$ cat src/rtl/gf2_linear_solver_if.sv
// Request/result bundle for gf2_linear_solver: matrix and right-hand side in,
// busy/done status and the recovered vector out.
interface gf2_linear_solver_if #(
    parameter int N = 3
);
    // Handshake: start is accepted on a rising edge only while busy=0. There is
    // no backpressure and no queueing. done is a one-cycle pulse, and v,
    // singular and check_err then stay valid until the next accepted start.
    logic             start;
    logic [N*N-1:0]   m;
    logic [N-1:0]     u;
    logic             busy;
    logic             done;
    logic             singular;
    logic [N-1:0]     v;
    logic             check_err;

    modport master (
        output start, m, u,
        input  busy, done, singular, v, check_err
    );

    modport slave (
        input  start, m, u,
        output busy, done, singular, v, check_err
    );
endinterface

$ cat src/rtl/gf2_linear_solver.sv
// Gauss-Jordan solver for M*v = u over GF(2) on an N x (N+1) augmented matrix.
// Defining GF2_SOLVER_VERIFY_EN adds a one-cycle M*v == u self-check before done.
module gf2_linear_solver #(
    parameter int N = 3
) (
    input  logic               clk,
    input  logic               rst_n,
    gf2_linear_solver_if.slave bus,
    output logic [2:0]         dbg_state
);
    localparam int W = $clog2(N + 1);

    typedef enum logic [2:0] {
        S_IDLE   = 3'd0,
        S_SEARCH = 3'd1,
        S_SWAP   = 3'd2,
        S_ELIM   = 3'd3,
        S_DONE   = 3'd4
`ifdef GF2_SOLVER_VERIFY_EN
        , S_CHECK = 3'd5
`endif
    } state_t;

    state_t       state, state_n;
    // Row i holds {u[i], M[i][N-1:0]}; bit j < N is column j, bit N is the RHS.
    logic [N:0]   a   [N];
    logic [N:0]   a_n [N];
    logic [W-1:0] c, c_n;
    logic [W-1:0] r, r_n;
    logic [W-1:0] p, p_n;
    logic         singular_q, singular_n;
    logic [N-1:0] v_q, v_n;
    logic [N:0]   row_c, row_p, row_r;

`ifdef GF2_SOLVER_VERIFY_EN
    logic [N*N-1:0] m_cap, m_cap_n;
    logic [N-1:0]   u_cap, u_cap_n;
    logic [N-1:0]   prod;
    logic           check_err_q, check_err_n;
`endif

    function automatic logic col_bit(input logic [N:0] row, input logic [W-1:0] col);
        logic b;
        b = 1'b0;
        for (int j = 0; j < N; j++) begin
            if (W'(j) == col) b = row[j];
        end
        return b;
    endfunction

    always_comb begin
        row_c = '0;
        row_p = '0;
        row_r = '0;
        for (int i = 0; i < N; i++) begin
            if (W'(i) == c) row_c = a[i];
            if (W'(i) == p) row_p = a[i];
            if (W'(i) == r) row_r = a[i];
        end
    end

    always_comb begin
        state_n    = state;
        a_n        = a;
        c_n        = c;
        r_n        = r;
        p_n        = p;
        singular_n = singular_q;
        v_n        = v_q;
`ifdef GF2_SOLVER_VERIFY_EN
        m_cap_n     = m_cap;
        u_cap_n     = u_cap;
        check_err_n = check_err_q;
        prod        = '0;
`endif
        case (state)
            S_IDLE, S_DONE: begin
                if (bus.start) begin
                    for (int i = 0; i < N; i++) begin
                        a_n[i] = {bus.u[i], bus.m[i*N +: N]};
                    end
                    c_n        = '0;
                    r_n        = '0;
                    singular_n = 1'b0;
`ifdef GF2_SOLVER_VERIFY_EN
                    m_cap_n     = bus.m;
                    u_cap_n     = bus.u;
                    check_err_n = 1'b0;
`endif
                    state_n    = S_SEARCH;
                end else if (state == S_DONE) begin
                    state_n = S_IDLE;
                end
            end
            S_SEARCH: begin
                if (col_bit(row_r, c)) begin
                    p_n     = r;
                    state_n = S_SWAP;
                end else if (r != W'(N - 1)) begin
                    r_n = r + W'(1);
                end else begin
                    singular_n = 1'b1;
                    v_n        = '0;
                    state_n    = S_DONE;
                end
            end
            S_SWAP: begin
                // When p == c the first branch wins and the row is rewritten unchanged.
                for (int i = 0; i < N; i++) begin
                    if (W'(i) == c)      a_n[i] = row_p;
                    else if (W'(i) == p) a_n[i] = row_c;
                end
                state_n = S_ELIM;
            end
            S_ELIM: begin
                for (int i = 0; i < N; i++) begin
                    if ((W'(i) != c) && col_bit(a[i], c)) a_n[i] = a[i] ^ row_c;
                end
                c_n = c + W'(1);
                r_n = c + W'(1);
                if (c == W'(N - 1)) begin
                    // After the last column the left block is I, so the RHS column is v.
                    for (int j = 0; j < N; j++) begin
                        v_n[j] = a_n[j][N];
                    end
`ifdef GF2_SOLVER_VERIFY_EN
                    state_n = S_CHECK;
`else
                    state_n = S_DONE;
`endif
                end else begin
                    state_n = S_SEARCH;
                end
            end
`ifdef GF2_SOLVER_VERIFY_EN
            S_CHECK: begin
                for (int i = 0; i < N; i++) begin
                    prod[i] = ^(m_cap[i*N +: N] & v_q);
                end
                check_err_n = (prod != u_cap);
                state_n     = S_DONE;
            end
`endif
            default: state_n = S_IDLE;
        endcase
    end

    always_ff @(posedge clk) begin
        if (!rst_n) begin
            state      <= S_IDLE;
            singular_q <= 1'b0;
            v_q        <= '0;
`ifdef GF2_SOLVER_VERIFY_EN
            check_err_q <= 1'b0;
`endif
        end else begin
            state      <= state_n;
            a          <= a_n;
            c          <= c_n;
            r          <= r_n;
            p          <= p_n;
            singular_q <= singular_n;
            v_q        <= v_n;
`ifdef GF2_SOLVER_VERIFY_EN
            m_cap       <= m_cap_n;
            u_cap       <= u_cap_n;
            check_err_q <= check_err_n;
`endif
        end
    end

    assign bus.busy     = (state != S_IDLE) && (state != S_DONE);
    assign bus.done     = (state == S_DONE);
    assign bus.singular = singular_q;
    assign bus.v        = v_q;
`ifdef GF2_SOLVER_VERIFY_EN
    assign bus.check_err = check_err_q;
`else
    assign bus.check_err = 1'b0;
`endif
    assign dbg_state = state;
endmodule

$ cat src/flat_wrapper.sv
// flat-port wrapper written by rule: the top's interface ports become plain ports
module gf2_linear_solver_flat 
#(
    parameter int N = 3
)
  (clk, rst_n, dbg_state, bus_start, bus_m, bus_u, bus_busy, bus_done, bus_singular, bus_v, bus_check_err);
  gf2_linear_solver_if #(.N(N)) bus_i ();
  input  logic clk;
  input  logic rst_n;
  output logic [2:0] dbg_state;
  input wire logic [$bits(bus_i.start)-1:0] bus_start;
  input wire logic [$bits(bus_i.m)-1:0] bus_m;
  input wire logic [$bits(bus_i.u)-1:0] bus_u;
  output wire logic [$bits(bus_i.busy)-1:0] bus_busy;
  output wire logic [$bits(bus_i.done)-1:0] bus_done;
  output wire logic [$bits(bus_i.singular)-1:0] bus_singular;
  output wire logic [$bits(bus_i.v)-1:0] bus_v;
  output wire logic [$bits(bus_i.check_err)-1:0] bus_check_err;
  assign bus_i.start = bus_start;
  assign bus_i.m = bus_m;
  assign bus_i.u = bus_u;
  assign bus_busy = bus_i.busy;
  assign bus_done = bus_i.done;
  assign bus_singular = bus_i.singular;
  assign bus_v = bus_i.v;
  assign bus_check_err = bus_i.check_err;
  gf2_linear_solver #(.N(N)) u_core (.clk(clk), .rst_n(rst_n), .bus(bus_i), .dbg_state(dbg_state));
endmodule
$ cat config.mk
export PLATFORM = sky130hd
export DESIGN_NAME = gf2_linear_solver_flat
export DESIGN_NICKNAME = d
export VERILOG_FILES = /design/src/rtl/gf2_linear_solver_if.sv /design/src/rtl/gf2_linear_solver.sv /design/src/flat_wrapper.sv
export SDC_FILE = /design/constraint.sdc
export NUM_CORES = 1
export LEC_CHECK = 0
export BUFFER_PORTS_ARGS = -buffer_cell sky130_fd_sc_hd__buf_4
export CAP_MARGIN = 20
export CELL_PAD_IN_SITES_DETAIL_PLACEMENT = 1
export CELL_PAD_IN_SITES_GLOBAL_PLACEMENT = 2
export CORE_MARGIN = 2
export CORE_UTILIZATION = 33
export DETAILED_ROUTE_END_ITERATION = 10
export PLACE_DENSITY = 0.87
export SYNTH_ARGS = -nofsm -noshare
export SYNTH_HDL_FRONTEND = slang
export SYNTH_SLANG_ARGS = --single-unit
$ cat constraint.sdc
create_clock -name clk -period 1.8 [get_ports clk]
set_input_delay 0.18 -clock clk [delete_from_list [all_inputs] [get_ports clk]]
set_output_delay 0.18 -clock clk [all_outputs]
set_load 0.005 [all_outputs]
-- After elaboration in Yosys (flattened, before gate mapping)
Index checks and enable logic that the tools add are counted.
- register bits: 25
- input bits: 15
- output and inout bits: 10
- word-level logic and storage cells: 128
- add/subtract/negate cells: 2
- eq/ne operators: 28
- muxes and demuxes: 55
- bitwise logic cells: 3
- reductions and logical operators: 28
- operator list (operator ; count):
    2-to-1 mux 4 bit ; 15
    case mux 12 bit (3 select lines) ; 1
    2-to-1 mux 3 bit ; 11
    AND reduction 4 bit ; 5
    AND reduction 5 bit ; 4
    2-to-1 mux 1 bit ; 19
    2-to-1 mux 12 bit ; 1
    case mux 3 bit (4 select lines) ; 1
    XOR 4 bit ; 3
    != test 2 x 1 -> 1 bit (second input constant) ; 5
    != test 3 x 1 -> 1 bit (second input constant) ; 3
    nonzero test 3 bit ; 3
    != test 2 bit (second input constant) ; 4
    nonzero test 2 bit ; 4
    equality test 1 x 2 -> 1 bit (first input constant) ; 3
    equality test 2 bit (first input constant) ; 3
    equality test 3 x 2 -> 1 bit (second input constant) ; 2
    logical NOT 2 bit ; 3
    2-to-1 mux 2 bit ; 3
    != test 3 bit (second input constant) ; 2
    case mux 2 bit (3 select lines) ; 1
    case mux 3 bit (2 select lines) ; 1
    AND reduction 3 bit ; 2
    adder 2 x 1 -> 2 bit (second input constant) ; 2
    12 further kinds ; 15

-- Longest topological paths before layout
Gate-level depths: netlist of run 1.
- word-level depth: 10
- gate-level depth with buffers: 9
- depth with buffers taken out: 7

-- Least setup slack after synthesis of run 1
Ideal clock, no wire load.
- path kind: register to register
- start point: register u_core.c[0]
- end point: register u_core.a[0] (netlist bit), enable pin
- arrival: 1538 ps
- data required time: 1446 ps
- slack: -92 ps
- stages on the path, launching flop included: 7
- path buffers: 1
- period minus slack after synthesis: 1892 ps
- cell sequence: edfxtp_1 > inv_1 > ha_1 > clkbuf_4 > nand3b_2 > a21o_1 > a211oi_1
- word-level cells in the longest chain between the ends: 8
- elaborated cells between the ends (all ways): 12
- those cells by class: eq/ne: 5; mux: 4; reduce/logical: 3
- ends and longest elaborated chain (what ; RTL line ; RTL):
    from (decl) ; gf2_linear_solver.sv:28 ; logic [W-1:0] c, c_n;
    from (signal assigned) ; gf2_linear_solver.sv:159 ; c <= c_n;
    logical NOT 2 bit ; gf2_linear_solver.sv:46 ; if (W'(j) == col) b = row[j];
    2-to-1 mux 1 bit (3 in series) ; gf2_linear_solver.sv:46 ;
    2-to-1 mux 1 bit ; gf2_linear_solver.sv:76 ; case (state)
    logical AND 1 bit ; gf2_linear_solver.sv:117 ; if ((W'(i) != c) && col_bit(a[i], c)) a_n[i] = a[i] ^ row_c;
    != test 2 x 1 -> 1 bit (no source line) ; - ;
    AND reduction 5 bit (no source line) (*) ; - ;
    to (signal assigned) ; gf2_linear_solver.sv:158 ; a <= a_n;
    to (decl) ; gf2_linear_solver.sv:26 ; logic [N:0] a [N];
Mark *: on every way between the ends. The rest lies on a longest branch, timed or not. The select of a mux whose other input is x is not followed.
A chain may end at the register's enable or synchronous reset.

==> metrics.md, run 1 <==
| Metric | Value |
|---|---|
| R2R Setup Slk | `-0.26 ns` |
| R2R depth | `9` |
| Vias in the first global route | `2,030` |
| Worst Path Required | `1.83 ns` |
| Drt drc | `0` |
| Max-Cap Viols | `0` |
| Actual slew at the worst max-slew pin | `0.4977 ns` |
| Final Cycle Share | `1.143` |
| Starting DRT DRC Count | `118` |
| Starting Density | `0.3399` |
| Main synth FF type | `edfxtp_1` |
| VDD IR max | `roughly 0.3 mV` |
| Async S/R FF share, synth | `0` |
| Placed instance area | `between 2000 and 3000 sq um` |
| Clock Sinks | `25` |
| Worst Skew | `slightly above 0.004 ns` |
| Pin count of the biggest net entering global routing | `14` |
| Routability Congestion | `0.8454` |
| Yosys warning count | `0` |
| Failing checks | `setup timing` |
| Longest Clk Path Bufs | `2` |
| Die width | `81.86 microns` |
| Layout area overhead | `47.22%` |
| Routed len/inst | `roughly 19 microns` |
| First-pass DRT Iterations | `4` |
| Post-synth EDFFs | `18` |
| Seq/Total Area, Yosys | `0.3402` |
| Ant. Diodes | `0` |
| First-pass GRT wire length | `between 10,000 and 15,000 microns` |
| Unique cell type count in the Yosys netlist | `54` |
| Fill cells | `660` |
| Tot Pwr | `around 0.0016 W` |
| GRT Residual Overflow | `0` |
| Fin crit period | `2.057 ns` |
| Crit path DAT | `roughly 2.1 ns` |
| Status | `finished with violations` |
| Worst Setup SP | `u_core.c[0]` |
| Share of post-route cells with drive strength above 1 | `0.4841` |
| Leak | `1.177 nW` |
| Core Area | `5886 sq um` |
| Cells after Synth | `216` |
| Critical Path Fanout Max | `7` |
| Dpl hpwl | `4819 microns` |
| Final worst slack | `-0.2571 ns` |
| Initial antenna violation count | `0` |
| Port buffer count | `23` |
| Routed Antenna Nets | `0` |
| Routed WL | `6757 microns` |
| Die area | `~6700 sq um` |
| GRT Total Usage | `0.2040` |
| Final hold violations | `0` |
| Clock-pin slew of the registers on the worst-case setup and hold paths | `0.09 ns` |
| CTS tree | `built` |
| Yosys reg bits | `25` |
| TritonCTS Buffers | `3` |
| Slew margin rel. | `0.6675` |
| Worst hold path type | `input port to flop` |
| Reg-to-Reg Start | `u_core.c[0]` |
| DR vias/cell | `5.441` |
| I/O Pins | `25` |
| Die H | `around 82 microns` |
| H-tree Lvls | `1` |
| Finished Cell Area | `2945 sq um` |
| Final Setup Violations | `27` |
| Setup TNS | `-3.512 ns` |
| Worst Setup Start Kind | `flop` |
| FF-to-FF End | `u_core.a[4]` |
| Pre-CTS setup slack | `-0.2900 ns` |
| Site Rows | `28` |
| Crit path capture | `u_core.a[4]` |
| Max-slew violation count | `0` |
| RSZ-0062 raised after global routing | `yes` |
| Syn Nets | `between 200 and 250` |
| Worst Setup Path Type | `flop to flop` |
| Number of hold buffers added after cts | `0` |
| Area of the mapped netlist | `2001 sq um` |
| CTS root buffer | `clkbuf_8` |
| Syn_area_per_cell | `9.262 sq um` |
| CP endpoint kind | `flop` |
| DR vias | `1,948` |
| F_max | `486.1 MHz` |
| Nets@finish | `slightly above 300` |
| Clk_lat worst skew | `between 0.2 and 0.3 ns` |
| Cell Pwr Density | `552.9 nW/um^2` |
[flip-flops by register name (all words and copies together) (netlist names)]
| signal | count |
|---|---|
| u_core.r | 2 |
| u_core.c | 2 |
| u_core.bus.v | 3 |
| u_core.bus.singular | 1 |
| u_core.p | 2 |
| u_core.dbg_state | 3 |
| u_core.a | 12 |
[power breakdown]
group | switching (W) | leakage (nW) | internal, W | total (W)
registers | 0.0000422 | 0.225 | 0.000660 | 0.000703
logic | 0.000277 | 0.929 | 0.000298 | 0.000575
clock network | 0.000192 | 0.0228 | 0.000159 | 0.000351
total | 0.000512 | 1.18 | 0.00112 | 0.00163
[area by class of cell]
type	count	area (sq um)	share of cell area
Inverter	10	37.54	0.01274
Tap cell	75	93.84	0.03186
Sequential cell	25	680.7	0.2311
Timing Repair Buffer	75	598.1	0.2031
Multi-Input combinational cell	169	1490	0.5059
Clock buffer	4	45.04	0.01529
[through the flow]
stage          hold slack, ns  std cells  utilization
3_3_place_gp           0.4503        342       0.4273
2_1_floorplan          0.3466        216            -
4_1_cts                0.1837        352       0.4707
6_report               0.1882        358       0.5004
5_1_grt                0.2068        358       0.5004
3_5_place_dp           0.4592        342       0.4273
[what timing repair did]
item                       in CTS  in global routing
pin swaps                      14                 31
setup endpoints to repair      33                 32
resized for setup              37                 29
setup buffers                   7                  8
[per-layer routing]
layer | track usage | share of wire
met1 | 0.2648 | 0.43
met3 | 0.01209 | 0.028
met5 | 0 | 0
met2 | 0.3602 | 0.52
met4 | 0.06500 | 0.018
[critical path: stages (launching register included)]
cell      delay [ns]
edfxtp_1        0.43
buf_6           0.14
ha_4            0.17
buf_6           0.14
and2_4          0.17
o31ai_4         0.30
buf_4           0.18
xnor2_2         0.06
a22oi_2         0.14
o21ai_2         0.07
[logic make-up after synthesis]
kind of cell / Yosys count / synth area share
AOI/OAI and AO/OA: 63 / 0.2458
xor gates and xnor gates: 12 / 0.05253
adders and majority gates: 6 / 0.03752
buffers and inverters: 22 / 0.06316
DFF: 25 / 0.3402
muxes: 11 / 0.05879
other: 1 / 0.001874
and+or+nand+nor: 76 / 0.2001
[Yosys cell counts (2+ instances only)]
library cell	number	share of area
a211oi_1	3	0.011
a21o_1	5	0.019
a21oi_1	13	0.033
a221o_1	3	0.015
a221oi_2	2	0.015
a22oi_1	7	0.026
and2_1	8	0.025
buf_2	4	0.010
buf_4	2	0.0075
clkbuf_1	2	0.0038
clkbuf_4	2	0.0075
dfxtp_1	7	0.070
edfxtp_1	18	0.27
ha_1	6	0.038
inv_1	10	0.019
mux2_1	2	0.011
mux2_2	4	0.023
mux2i_1	5	0.025
nand2_1	26	0.049
nand2b_1	6	0.019
nand3_1	2	0.0050
nand3b_1	7	0.026
nor2_1	12	0.023
nor2b_1	4	0.013
nor3_1	3	0.0075
o21a_1	4	0.015
o21ai_0	4	0.010
o21ai_1	6	0.015
o221ai_1	2	0.0088
o22ai_1	2	0.0063
o31ai_4	2	0.021
xnor2_1	7	0.031
xor2_1	5	0.022
[cells in the final DEF (no fill, tap or decap), drive strengths merged, types with 3 or more instances in the layout]
cell | netlist | final
a211oi | 3 | 3
a21o | 5 | 5
a21oi | 13 | 13
a221o | 3 | 3
a22oi | 7 | 7
and2 | 10 | 10
buf | 8 | 75
clkbuf | 4 | 4
dfxtp | 7 | 7
edfxtp | 18 | 18
ha | 6 | 6
inv | 10 | 10
mux2 | 6 | 6
mux2i | 5 | 5
nand2 | 26 | 26
nand2b | 6 | 6
nand3b | 8 | 8
nor2 | 12 | 12
nor2b | 4 | 4
nor3 | 3 | 3
o21a | 4 | 4
o21ai | 10 | 10
xnor2 | 7 | 7
xor2 | 5 | 5
[how the worst min path moves through the flow]
stage	from	endpoint	slack (ns)	depth (start not counted)
finish	bus_m[6]	u_core.a[0]	0.19	3
global route	bus_m[6]	u_core.a[0]	0.21	3
CTS	bus_m[6]	u_core.a[0]	0.18	3
detailed placement	u_core.bus.v[2]	u_core.bus.v[2]	0.46	2
global placement	u_core.bus.v[2]	u_core.bus.v[2]	0.45	2
floorplan	rst_n	u_core.bus.singular	0.35	1
(Power assumes the default switching activity.)
==> run 2, diff against run 1 <==
--- a/config.mk
+++ b/config.mk
@@ -13,6 +13,7 @@
 export CORE_UTILIZATION = 33
 export DETAILED_ROUTE_END_ITERATION = 10
 export PLACE_DENSITY = 0.87
+export RECOVER_POWER = 50
 export SYNTH_ARGS = -nofsm -noshare
 export SYNTH_HDL_FRONTEND = slang
 export SYNTH_SLANG_ARGS = --single-unit
==> metrics.md, run 2 (synthesized netlist as in run 1, its figures left out) <==
| Metric | Value |
|---|---|
| Status | `finished with violations` |
| Failing checks | `setup timing` |
| Sw frac | `0.3150` |
| CTS root buffer | `clkbuf_8` |
| Tot Pwr | `0.001624 W` |
| Final Cycle Share | `1.143` |
| Dpl hpwl | `just under 5000 microns` |
| GRT busiest layer | `met2` |
| Hold Slack | `0.1882 ns` |
| Die H | `81.86 microns` |
| Clk_lat worst skew | `0.27 ns` |
| Vias in the first global route | `slightly above 2,000` |
| Layout area overhead | `46.84%` |
| Port buffer count | `23` |
| Worst hold path type | `input port to flop` |
| Share of post-route cells with drive strength above 1 | `0.4770` |
| F_max | `486.0 MHz` |
| Number of hold buffers added after cts | `0` |
| HP Start | `bus_m[6]` |
| Starting DRT DRC Count | `118` |
| P_int | `0.001112 W` |
| Routed len/inst | `18.86 microns` |
| Critical Path Fanout Max | `7` |
| DR vias | `1,948` |
| Longest Clk Path Bufs | `2` |
| VDD IR max | `0.3012 mV` |
| Setup TNS | `-3.550 ns` |
| Cell Pwr Density | `552.7 nW/um^2` |
| Worst Setup Path Type | `flop to flop` |
| GRT Total Usage | `0.2040` |
| Met1 GRT Util | `0.2648` |
| Clock-pin slew of the registers on the worst-case setup and hold paths | `0.09 ns` |
| Routed WL | `6753 microns` |
| CTS tree | `built` |
| Sw power | `0.0005114 W` |
| Die width | `81.86 microns` |
| Clk pwr share | `0.216` |
| Final worst slack | `-0.2578 ns` |
| Routed Antenna Nets | `0` |
| RSZ-0062 raised after global routing | `yes` |
| Final hold violations | `0` |
| Seq pwr share | `0.433` |
| Reg-to-Reg Start | `u_core.c[0]` |
| Worst Setup Start Kind | `flop` |
| Initial antenna violation count | `0` |
| Ant. Diodes | `0` |
| CP endpoint kind | `flop` |
| Slew margin rel. | `0.6675` |
| Finished Cell Area | `2938 sq um` |
| Core Area | `5886 sq um` |
| Max-slew violation count | `0` |
| First-pass GRT wire length | `10,360 microns` |
| Placed instance area | `2515 sq um` |
| Actual slew at the worst max-slew pin | `0.4977 ns` |
| Comb pwr share | `0.351` |
| I/O Pins | `25` |
| Worst Setup SP | `u_core.c[0]` |
| Die area | `approximately 6700 sq um` |
| Commonest non-fill, non-tap cell in the layout | `buf_4` |
| Clock Sinks | `25` |
| Largest register FFs | `12` |
| Leading cell types in the layout, fill and taps excluded | `buf_4 (59), nand2_1 (23), edfxtp_1 (18)` |
| Nets@finish | `305` |
| Worst Skew | `a little over 0.004 ns` |
| Biggest register | `u_core.a` |
| Met2 Track Usage GR | `0.3602` |
| TritonCTS Buffers | `3` |
| Met3 usage | `0.01209` |
| DR vias/cell | `5.441` |
| Routability Congestion | `0.8454` |
| Fin crit period | `2.058 ns` |
| Site Rows | `28` |
| Starting Density | `0.3399` |
| Worst Path Required | `between 1.5 and 2 ns` |
| H-tree Lvls | `1` |
| Pin count of the biggest net entering global routing | `14` |
| Final Setup Violations | `27` |
| Max-Cap Viols | `0` |
| Crit path DAT | `2.09 ns` |
| Leak | `1.166 nW` |
| First-pass DRT Iterations | `4` |
| GRT Residual Overflow | `0` |
| Drt drc | `0` |
==> run 2: cell count changes in the layout (fill, tap and decap cells not counted) <==
cell,delta
clkbuf_1,+2
buf_4,-9
clkbuf_4,+7
==> run 2: critical path, stage by stage (launching register included) <==
cell and delay, ns:
edfxtp_1 0.43, buf_6 0.14, ha_4 0.17, buf_6 0.14, and2_4 0.17, o31ai_4 0.30
buf_4 0.18, xnor2_2 0.06, a22oi_2 0.14, o21ai_2 0.07
==> run 2: per-stage QoR <==
step                      std cells  setup WS [ns]  utilization
after floorplan                 216       0.005265            -
after CTS                       352        -0.2033       0.4707
after global routing            358        -0.3231       0.4992
after global placement          342        -0.1764       0.4273
after detailed placement        342        -0.2900       0.4273
final                           358        -0.2578       0.4992
==> run 2: worst paths after layout <==
kind	depth (start not counted)	end	slack (ns)
max	9	u_core.a[4]	-0.26
min	3	u_core.a[0]	0.19
max reg2reg	9	u_core.a[4]	-0.26
min reg2reg	2	u_core.bus.v[2]	0.47
==> run 2: what timing repair did <==
action,4_1_cts,5_1_grt
endpoints found under the hold margin,0,0
gates resized for setup,37,29
pin swaps,14,31
endpoints found under the setup margin,33,32
setup buffers,7,8
==> run 2: layout make-up <==
type	count	area, sq um
repair buffers	75	590.6
well taps	75	93.84
clock buffers	4	45.04
fillers	660	2948
flip-flops and latches	25	680.7
inverters	10	37.54
multi-input cells	169	1490
==> run 2: power by group through the flow <==
stage	combinational, W	clock (W)	sequential (W)
after floorplan	0.000277	0	0.000697
after global placement	0.000440	0	0.000707
after detailed placement	0.000456	0	0.000709
after CTS	0.000514	0.000363	0.000699
after global routing	0.000619	0.000370	0.000707
final	0.000570	0.000351	0.000702
==> run 2: per-layer routing <==
metal	vias up	share of wire	routed length, microns
met5	-	0	0
met4	0	0.018	124
met2	43	0.52	3539
met1	976	0.43	2904
li1	919	-	-
met3	10	0.027	184
==> run 3, diff against run 2 <==
--- a/config.mk
+++ b/config.mk
@@ -14,6 +14,7 @@
 export DETAILED_ROUTE_END_ITERATION = 10
 export PLACE_DENSITY = 0.87
 export RECOVER_POWER = 50
+export SKIP_LAST_GASP = 1
 export SYNTH_ARGS = -nofsm -noshare
 export SYNTH_HDL_FRONTEND = slang
 export SYNTH_SLANG_ARGS = --single-unit
==> metrics.md, run 3 (synthesized netlist as in run 1, its figures left out) <==
| Metric | Value |
|---|---|
| Clock-pin slew of the registers on the worst-case setup and hold paths | `0.09 ns` |
| Starting DRT DRC Count | `approximately 120` |
| Leading cell types in the layout, fill and taps excluded | `buf_4 (59), nand2_1 (23), edfxtp_1 (18)` |
| Routability Congestion | `0.8454` |
| Routed len/inst | `18.75 microns` |
| Number of hold buffers added after cts | `0` |
| Port buffer count | `23` |
| Largest register FFs | `12` |
| Worst Skew | `0.002238 ns` |
| Final hold violations | `0` |
| Cell Pwr Density | `554.7 nW/um^2` |
| VDD IR max | `0.3104 mV` |
| Site Rows | `28` |
| Worst hold path type | `input port to flop` |
| Fin crit period | `2.058 ns` |
| Critical Path Fanout Max | `7` |
| Ant. Diodes | `0` |
| Clk_lat worst skew | `0.28 ns` |
| Worst Path Required | `1.84 ns` |
| First-pass GRT wire length | `10,360 microns` |
| HP Start | `bus_m[6]` |
| DR vias/cell | `5.397` |
| WL met1 | `2917 microns` |
| Starting Density | `0.3399` |
| Initial antenna violation count | `0` |
| Drt drc | `0` |
| Die width | `about 82 microns` |
| Longest Clk Path Bufs | `2` |
| DR vias | `around 1,900` |
| Final Setup Violations | `27` |
| Hold Path Stages | `3` |
| Dpl hpwl | `4819 microns` |
| DR top layer | `met4` |
| Routed Antenna Nets | `0` |
| Max-Cap Viols | `0` |
| Core Area | `just under 6000 sq um` |
| Clock Sinks | `25` |
| R2R depth | `9` |
| FF-to-FF End | `u_core.a[4]` |
| Reg-to-Reg Start | `u_core.c[0]` |
| Max-slew violation count | `0` |
| CTS root buffer | `clkbuf_8` |
| First-pass DRT Iterations | `4` |
| F_max | `485.9 MHz` |
| R2R Setup Slk | `-0.26 ns` |
| GRT Total Usage | `0.2040` |
| Status | `finished with violations` |
| Met2 WL post-DR | `3498 microns` |
| Final worst slack | `-0.2581 ns` |
| Biggest register | `u_core.a` |
| TritonCTS Buffers | `3` |
| Failing checks | `setup timing` |
| Share of post-route cells with drive strength above 1 | `0.4735` |
| Crit path DAT | `2.10 ns` |
| GRT Residual Overflow | `0` |
| Tot Pwr | `0.001624 W` |
| Layout area overhead | `46.34%` |
| I/O Pins | `25` |
| Worst Setup Start Kind | `flop` |
| Vias in the first global route | `2,029` |
| Die area | `between 6000 and 7000 sq um` |
| Commonest non-fill, non-tap cell in the layout | `buf_4` |
| Routed WL | `approximately 6700 microns` |
| CTS tree | `built` |
| Worst Setup Path Type | `flop to flop` |
| Hold Slack | `approximately 0.19 ns` |
| Leak | `1.164 nW` |
| CP endpoint kind | `flop` |
| Die H | `81.86 microns` |
| Final Cycle Share | `1.143` |
| Pin count of the biggest net entering global routing | `14` |
| Nets@finish | `305` |
| End of the worst hold path | `u_core.a[0]` |
| H-tree Lvls | `1` |
| RSZ-0062 raised after global routing | `yes` |
| Fill cells | `658` |
| WL met3 | `between 150 and 200 microns` |
-- run 3: how the worst max path moves through the flow --
stage / depth (start not counted) / from / endpoint / slack, ns
5_1_grt: 8 / u_core.r[0] / u_core.p[0] / -0.32
6_report: 9 / u_core.c[0] / u_core.a[4] / -0.26
3_3_place_gp: 8 / u_core.c[1] / u_core.a[11] / -0.18
2_1_floorplan: 8 / u_core.c[0] / u_core.a[11] / 0.005
3_5_place_dp: 8 / u_core.c[1] / u_core.a[11] / -0.29
4_1_cts: 8 / u_core.c[0] / u_core.a[4] / -0.20
-- run 3: routing by layer --
layer | up-vias | global-route usage
met5 | - | 0
met4 | 0 | 0.06500
met3 | 9 | 0.01209
met2 | 32 | 0.3602
met1 | 973 | 0.2648
li1 | 918 | -
-- run 3: critical path: stages (launching register included) --
cell and delay [ns]:
edfxtp_1 0.43, buf_6 0.14, ha_4 0.17, buf_6 0.14
and2_4 0.17, o31ai_4 0.31, buf_4 0.18, xnor2_2 0.06
a22oi_2 0.14, o21ai_2 0.07
-- run 3: power by group --
group | internal [W] | switching, W
combinational | 0.000292 | 0.000276
sequential | 0.000660 | 0.0000415
clock | 0.000159 | 0.000195
total | 0.00111 | 0.000513
-- run 3: cell type report --
cell class                      instances  area, sq um  share of cell area
Clock buffer                            4        45.04             0.01538
Timing Repair Buffer                   75        590.6              0.2017
Multi-Input combinational cell        169         1480              0.5056
Inverter                               10        37.54             0.01282
Tap cell                               75        93.84             0.03205
Sequential cell                        25        680.7              0.2325
-- run 3: stage by stage --
| step | util | setup TNS (ns) | area (sq um) | setup WS, ns | std cells |
|---|---|---|---|---|---|
| after global routing | 0.4974 | -6.116 | 2928 | -0.3206 | 358 |
| after CTS | 0.4694 | -3.057 | 2763 | -0.2033 | 352 |
| after global placement | 0.4273 | -3.204 | 2515 | -0.1764 | 342 |
| after detailed placement | 0.4273 | -5.117 | 2515 | -0.2900 | 342 |
| final | 0.4974 | -3.509 | 2928 | -0.2581 | 358 |
| after floorplan | - | 0 | 2024 | 0.005265 | 216 |
-- run 3: repair_timing --
action	4_1_cts	5_1_grt
pin swaps	14	29
setup buffers	7	8
resized for setup	34	30
endpoints found under the setup margin	33	32
